### src/rtl/edge_pkg.sv
// Shared types and constants for the gradient-stage anchor scheduler.
// The filter window is 16 pixels wide and yields 14 valid output columns.
package edge_pkg;

    typedef enum logic [2:0] {
        S_IDLE,
        S_FETCH,
        S_MOVE,
        S_ARM,
        S_WAIT_GRAD,
        S_RESULT,
        S_ADVANCE,
        S_DONE
    } sched_state_t;

    localparam int unsigned GRAD_WINDOW = 16;
    localparam int unsigned GRAD_OUT    = GRAD_WINDOW - 2;

    // Widened to 17 bits so the strip step cannot wrap near the 16-bit limit.
    function automatic logic [16:0] next_strip_x(input logic [15:0] x, input int unsigned strip);
        return {1'b0, x} + 17'(strip);
    endfunction

endpackage

### src/rtl/anchor_position_counter.sv
// Anchor x/y counters: rows advance within a strip, then the strip steps right.
// Exposes last-row and last-strip flags for the scheduler FSM.
module anchor_position_counter
    import edge_pkg::*;
#(
    parameter int unsigned IMG_W  = 320,
    parameter int unsigned IMG_H  = 240,
    parameter int unsigned STRIP  = GRAD_OUT,
    parameter int unsigned Y_INIT = 2
) (
    input  logic        clk,
    input  logic        rst,
    input  logic        i_load,
    input  logic        i_advance,
    output logic [15:0] o_x,
    output logic [15:0] o_y,
    output logic        o_last_row,
    output logic        o_last_strip
);

    localparam logic [15:0] LAST_Y = 16'(Y_INIT + IMG_H - 1);
    localparam logic [15:0] FIRST_Y = 16'(Y_INIT);
    localparam logic [16:0] WIDTH17 = 17'(IMG_W);

    logic [15:0] r_x;
    logic [15:0] r_y;
    logic [16:0] w_x_next;

    assign w_x_next     = next_strip_x(r_x, STRIP);
    assign o_last_row   = (r_y == LAST_Y);
    assign o_last_strip = (w_x_next >= WIDTH17);
    assign o_x          = r_x;
    assign o_y          = r_y;

    always_ff @(posedge clk or posedge rst) begin
        if (rst) begin
            r_x <= '0;
            r_y <= FIRST_Y;
        end else if (i_load) begin
            r_x <= '0;
            r_y <= FIRST_Y;
        end else if (i_advance) begin
            if (!o_last_row) begin
                r_y <= r_y + 16'd1;
            end else if (!o_last_strip) begin
                r_x <= w_x_next[15:0];
                r_y <= FIRST_Y;
            end
            // last row of last strip: hold final position for the frame_done cycle
        end
    end

endmodule

### src/rtl/gradient_anchor_scheduler.sv
// Frame-level sequencer: walks the 3-row filter anchor over the image in column strips,
// handshaking line-buffer fetch, gradient controller kick/complete and downstream hand-off.
module gradient_anchor_scheduler
    import edge_pkg::*;
#(
    parameter int unsigned IMG_W  = 320,
    parameter int unsigned IMG_H  = 240,
    parameter int unsigned STRIP  = GRAD_OUT,
    parameter int unsigned Y_INIT = 2
) (
    input  logic        clk,
    input  logic        rst,
    input  logic        start,
    output logic        fetch_req,
    input  logic        fetch_ack,
    output logic        anchor_moving,
    output logic [15:0] anchor_x,
    output logic [15:0] anchor_y,
    input  logic        gradient_final,
    output logic        result_valid,
    input  logic        result_ready,
    output logic        strip_last,
    output logic        frame_done,
    output logic        busy
);

    sched_state_t r_state;
    logic         r_fetch_req;
    logic         r_moving;
    logic         r_result_valid;
    logic         r_strip_last;
    logic         r_frame_done;
    logic         r_busy;

    logic         w_load;
    logic         w_advance;
    logic         w_last_row;
    logic         w_last_strip;

    assign w_load    = (r_state == S_IDLE) && start;
    assign w_advance = (r_state == S_ADVANCE);

    anchor_position_counter #(
        .IMG_W  (IMG_W),
        .IMG_H  (IMG_H),
        .STRIP  (STRIP),
        .Y_INIT (Y_INIT)
    ) u_pos (
        .clk          (clk),
        .rst          (rst),
        .i_load       (w_load),
        .i_advance    (w_advance),
        .o_x          (anchor_x),
        .o_y          (anchor_y),
        .o_last_row   (w_last_row),
        .o_last_strip (w_last_strip)
    );

    always_ff @(posedge clk or posedge rst) begin
        if (rst) begin
            r_state        <= S_IDLE;
            r_fetch_req    <= 1'b0;
            r_moving       <= 1'b0;
            r_result_valid <= 1'b0;
            r_strip_last   <= 1'b0;
            r_frame_done   <= 1'b0;
            r_busy         <= 1'b0;
        end else begin
            case (r_state)
                S_IDLE: begin
                    if (start) begin
                        r_state     <= S_FETCH;
                        r_fetch_req <= 1'b1;
                        r_busy      <= 1'b1;
                    end
                end
                S_FETCH: begin
                    if (fetch_ack) begin
                        r_state     <= S_MOVE;
                        r_fetch_req <= 1'b0;
                        r_moving    <= 1'b1;
                    end
                end
                S_MOVE: begin
                    r_state  <= S_ARM;
                    r_moving <= 1'b0;
                end
                // Controller's final flag may still read high here from before the kick.
                S_ARM: begin
                    r_state <= S_WAIT_GRAD;
                end
                S_WAIT_GRAD: begin
                    if (gradient_final) begin
                        r_state        <= S_RESULT;
                        r_result_valid <= 1'b1;
                        r_strip_last   <= w_last_row;
                    end
                end
                S_RESULT: begin
                    if (result_ready) begin
                        r_state        <= S_ADVANCE;
                        r_result_valid <= 1'b0;
                        r_strip_last   <= 1'b0;
                    end
                end
                S_ADVANCE: begin
                    if (w_last_row && w_last_strip) begin
                        r_state      <= S_DONE;
                        r_frame_done <= 1'b1;
                    end else begin
                        r_state     <= S_FETCH;
                        r_fetch_req <= 1'b1;
                    end
                end
                S_DONE: begin
                    r_state      <= S_IDLE;
                    r_frame_done <= 1'b0;
                    r_busy       <= 1'b0;
                end
                default: begin
                    r_state        <= S_IDLE;
                    r_fetch_req    <= 1'b0;
                    r_moving       <= 1'b0;
                    r_result_valid <= 1'b0;
                    r_strip_last   <= 1'b0;
                    r_frame_done   <= 1'b0;
                    r_busy         <= 1'b0;
                end
            endcase
        end
    end

    assign fetch_req     = r_fetch_req;
    assign anchor_moving = r_moving;
    assign result_valid  = r_result_valid;
    assign strip_last    = r_strip_last;
    assign frame_done    = r_frame_done;
    assign busy          = r_busy;

endmodule

### config.mk
export PLATFORM = sky130hd
export DESIGN_NAME = gradient_anchor_scheduler
export DESIGN_NICKNAME = d
export VERILOG_FILES = /design/src/rtl/edge_pkg.sv /design/src/rtl/anchor_position_counter.sv /design/src/rtl/gradient_anchor_scheduler.sv
export SDC_FILE = /design/constraint.sdc
export NUM_CORES = 1
export LEC_CHECK = 0
export BUFFER_PORTS_ARGS = -buffer_cell sky130_fd_sc_hd__buf_2
export CAP_MARGIN = 20
export CORE_MARGIN = 2
export CORE_UTILIZATION = 44
export CTS_CLUSTER_DIAMETER = 40
export DETAILED_ROUTE_END_ITERATION = 7
export HOLD_SLACK_MARGIN = 0.06
export PLACE_DENSITY = 0.65
export SLEW_MARGIN = 20
export SYNTH_ARGS = -nofsm -noshare
export SYNTH_HDL_FRONTEND = slang
export SYNTH_HIERARCHICAL = 1
export SYNTH_SLANG_ARGS = --single-unit
### constraint.sdc
create_clock -name clk -period 4.25 [get_ports clk]
set_input_delay 0.85 -clock clk [delete_from_list [all_inputs] [get_ports clk]]
set_output_delay 0.85 -clock clk [all_outputs]
set_load 0.03 [all_outputs]
# Word level (Yosys, flattened, before mapping)
# Cells that the tools add are included.
# word_totals
reg_bits	41
inputBits	6
output_inout_bits	38
elab_cells	74
# op_classes
addsub	2
order_cmp	1
n_eq_ne	16
mux	28
n_reduce_logical	18
# op_table
op	n
16-bit two-way mux	8
3-bit one-hot mux with 8 select lines	1
16-bit by 4-bit adder with 17-bit output, second input constant	1
17-bit by 9-bit >= comparator with 1-bit output, second input constant	1
16-bit by 1-bit adder with 16-bit output, second input constant	1
16-bit by 8-bit equality test with 1-bit output, second input constant	1
3-bit two-way mux	5
3-bit equality test, second input constant	4
2-bit != test, second input constant	6
2-bit nonzero test	6
1-bit one-hot mux with 2 select lines	5
1-bit two-way mux	8
2-bit AND reduction	4
4-bit AND reduction	2
3-bit by 2-bit equality test with 1-bit output, second input constant	2
3-bit AND reduction	2
3-bit by 1-bit equality test with 1-bit output, second input constant	1
3-bit zero test	1
3-bit by 2-bit != test with 1-bit output, second input constant	1
1-bit one-hot mux with 3 select lines	1
3-bit nonzero test	1
1-bit logical AND	2
2-bit by 1-bit != test with 1-bit output, second input constant	1

# Depth between registers and ports, before layout
# logic_depth
ltp_word	6
depth_mapped	13

# Hierarchy
# Netlist, hierarchy kept.
# by_module_without_submodules
mod	n_inst	cells_each	area_each_um2	seq_area_each_um2
anchor_position_counter	1	216	1938.1	777.0
gradient_anchor_scheduler	1	53	500.5	225.2

# Worst setup path after synthesis
# OpenSTA, ideal clock, no wires.
# synth_path
path_kind	register to register
start	register u_pos.r_y[0], in the netlist u_pos/o_y[0]
end	register r_state[1]
t_arrival_ns	2.811
t_required_ns	4.146
setup_slack_ns	1.335
stages_incl_launch_ff	8
n_path_buf	1
period_less_slack_ns	2.915
cell_sequence	dfrtp_1 > ha_1 > or4b_2 > nor4_2 > clkbuf_1 > nand2_1 > a211o_1 > a221oi_1
# synth_via
elab_chain_cells	4
# synth_rtl
item	line	source
from (decl)	anchor_position_counter.sv:26	logic [15:0] r_y;
from (signal assigned)	anchor_position_counter.sv:44	r_y <= r_y + 16'd1;
16-bit by 8-bit equality test with 1-bit output	anchor_position_counter.sv:30	assign o_last_row = (r_y == LAST_Y);
named net w_last_row	gradient_anchor_scheduler.sv:37	logic w_last_row;
1-bit logical AND	gradient_anchor_scheduler.sv:107	if (w_last_row && w_last_strip) begin
3-bit two-way mux	gradient_anchor_scheduler.sv:107	
3-bit one-hot mux with 8 select lines	gradient_anchor_scheduler.sv:69	case (r_state)
to (signal assigned)	gradient_anchor_scheduler.sv:72	r_state <= S_FETCH;
to (signal assigned)	gradient_anchor_scheduler.sv:108	r_state <= S_DONE;
to (signal assigned)	gradient_anchor_scheduler.sv:111	r_state <= S_FETCH;
to (decl)	gradient_anchor_scheduler.sv:27	sched_state_t r_state;
# The timed path passes the listed nets, and every way through them passes these cells.
# A chain may end at the register's enable or synchronous reset.

# Final worst setup path
# layout_path
start	register u_pos.r_x[1], in the netlist u_pos/o_x[1]
end	register r_state[2]
# layout_via
elab_chain_cells	5
# layout_rtl
item	line	source
from (decl)	anchor_position_counter.sv:25	logic [15:0] r_x;
from (signal assigned)	anchor_position_counter.sv:46	r_x <= w_x_next[15:0];
16-bit by 4-bit adder with 17-bit output	edge_pkg.sv:21	return {1'b0, x} + 17'(strip);
17-bit by 9-bit >= comparator with 1-bit output	anchor_position_counter.sv:31	assign o_last_strip = (w_x_next >= WIDTH17);
named net w_last_strip	gradient_anchor_scheduler.sv:38	logic w_last_strip;
1-bit logical AND	gradient_anchor_scheduler.sv:107	
3-bit two-way mux	gradient_anchor_scheduler.sv:107	
3-bit one-hot mux with 8 select lines	gradient_anchor_scheduler.sv:69	
# The timed path passes the listed nets, and every way through them passes these cells.

==> metrics <==
EDFF count, synth 0; share of the synthesized area in the top cell type 0.400; worst path cell trace inv_1, ha_1, nand2b_1, nand3_1, mux2_2, or3_1, or2_2, nand2_1, o21ai_0, a21o_1; Worst setup SP type flop; 1st-iter DRT viols 124; DRC Markers 0; Setup Viol. Count Final 0; filler instances 529; starting density of the core 0.448; Netlist cell types 64; vias per cell 5.94; critical path type reg -> reg; CP startpoint u_pos/o_x[1]; WP data required 4.44 ns; Syn Nets 278; Top FF cell, synth dfrtp_1; Worst path max stage delay 0.60 ns; RD Place Congestion 0.848; routed len/inst 16.1 um; ys async rst share 1.00; setup_tns 0 ns; Peak VDD IR 0.000223 V; post-synthesis to final-layout area growth 14.5%; Top Ports 44; CTS clk-pin slew, worst paths 0.08 ns; clk buf depth 2; quantity of gates resized following cts 0; R2R Setup Slk 1.20 ns; die width 78.4 um; Core Footprint 5440 um2; ant diodes 0; FF/Latch Area 1000 um2; drt first pass iters 4; most instantiated cells after synthesis dfrtp_1 (39), a21oi_1 (19), nand2_1 (18); PortBufs 42; f_max 0.327 GHz; CP Capture Type flop; max-slew headroom at the worst pin 0.511; GRT overflow 0; count leader, synth dfrtp_1; GRT Total Usage 0.207; Worst Path Arrival 3.25 ns; die area 6150 um2; critical path peak fanout 15; synth top area cells dfrtp_1 (40%), a21oi_1 (3.9%), o21ai_0 (2.9%), nand2_1 (2.8%), nand3_1 (2.5%); die height 78.4 um; largest net degree at the start of global routing 32; row count 27; Tcrit/Tclk final 0.719; Max-Cap Viols 0; RSZ-0062 raised after global routing no; Final Hold Violating Endpoints 0; Hold-fix buffers, CTS 0; area occupied by multi-input gates 1300 um2; fin. max-slew vios 0; clock period minus worst slack 3.05 ns; WP buf/inv 1; H-tree depth 2; CTS tree done; clk sink count 40; cell count after synthesis 269; initial antenna violation count 0; CTS Buf Count 5; ANT nets after route 0; worst r2r src u_pos/o_x[1]; status complete, no violations; Synth Register Bits 40; r2r endpoint r_state[2]; Post-CTS Setup Inserts 0; overall power 0.00115 W; Synth Warn # 6; crit-path leading delay family simple AND/OR/NAND/NOR gates; worst hold path type in -> async; Worst-Skew Late Latency 0.30 ns; Crit-path slowest cell or3_1; share of cells above drive strength 1 0.225; R2R cell count 10; root buf cell clkbuf_8; Fin Clk Skew 0.00607 ns; sequential element share of the synthesized area 0.411; first-pass GRT wire length 10.1 mm; synthesized area per cell 9.07 um2; final wirelength 6.07 mm; vias in the first global route 2149; Yosys top cell by area dfrtp_1; hpwl dp 4.23 mm; leakage power 1.31 nW; Layout Nets 314; Syn Std Cell Area 2440 um2; via count 2247; actual slew at the worst max-slew pin 0.733 ns; power density over the cells 410 nW/um2
-- report_power, final --
part	switching (W)	total, W	internal [W]
Combinational	0.000208	0.000321	0.000114
Sequential	0.0000845	0.000513	0.000428
Clock	0.000139	0.000312	0.000174
-- routing by layer --
layer  global-route usage  up-vias  part of all wire
li1                     -     1088                 -
met1                0.279     1069              0.47
met2                0.332       78              0.45
met3               0.0379       12             0.059
met4               0.0789        0             0.020
met5                    0        -                 0
-- cell families after synthesis --
| logic type | Yosys count | synth area share |
|---|---|---|
| and+or+nand+nor | 112 | 0.268 |
| AOI/OAI and AO/OA | 73 | 0.202 |
| DFF | 40 | 0.411 |
| buffers and inverters | 28 | 0.0544 |
| xor gates and xnor gates | 6 | 0.0215 |
| muxes | 6 | 0.0262 |
| adders and majority gates | 3 | 0.0154 |
| other | 1 | 0.00154 |
-- registers in the layout (all words and copies together), names as in the netlist --
name	count
frame_done	1
u_pos/o_x	15
result_valid	1
u_pos/o_y	16
r_state	3
busy	1
strip_last	1
fetch_req	1
anchor_moving	1
-- worst max-delay path by stage --
| stage | to | slack (ns) | cells past startpoint |
|---|---|---|---|
| after global placement | u_pos/o_x[8] | 1.28 | 8 |
| after global routing | u_pos/o_x[2] | 0.98 | 8 |
| final | r_state[2] | 1.20 | 10 |
| after detailed placement | u_pos/o_x[8] | 1.24 | 8 |
| after CTS | u_pos/o_x[8] | 1.22 | 8 |
| after floorplan | r_state[1] | 1.33 | 7 |
-- cell type report --
type | instances | area share
Inverter | 10 | 0.0134
Clock inverter | 3 | 0.0152
Tap cell | 72 | 0.0323
Clock buffer | 5 | 0.0246
Timing Repair Buffer | 47 | 0.0887
Multi-Input combinational cell | 201 | 0.467
Sequential cell | 40 | 0.359
-- placed cells by master (no fill, tap or decap), types with 4 or more instances in the layout --
master     n
nor4_1     5
nor3_1     4
nor3b_1    6
clkbuf_8   5
o211ai_1   4
or3_1      6
dfrtp_1   39
nand4_1    6
inv_1      9
nor2b_1    6
xor2_1     5
o21ai_0   14
or4_1      4
nand3_1   12
nand2_1   18
a21oi_1   19
nor2_1    16
a31oi_1    6
and3_1     6
buf_2     42
buf_4      5
-- metrics by stage --
stage	util	hold slack [ns]	worst slack (ns)	area, um2	instances
4_1_cts	0.513	0.527	1.22	2790	378
6_report	0.513	0.523	1.20	2790	378
5_1_grt	0.513	0.537	0.977	2790	378
2_1_floorplan	-	0.541	1.33	2440	269
3_3_place_gp	0.493	0.495	1.28	2680	370
3_5_place_dp	0.493	0.506	1.24	2680	370
No activity file was read; power rests on OpenSTA's default activity.
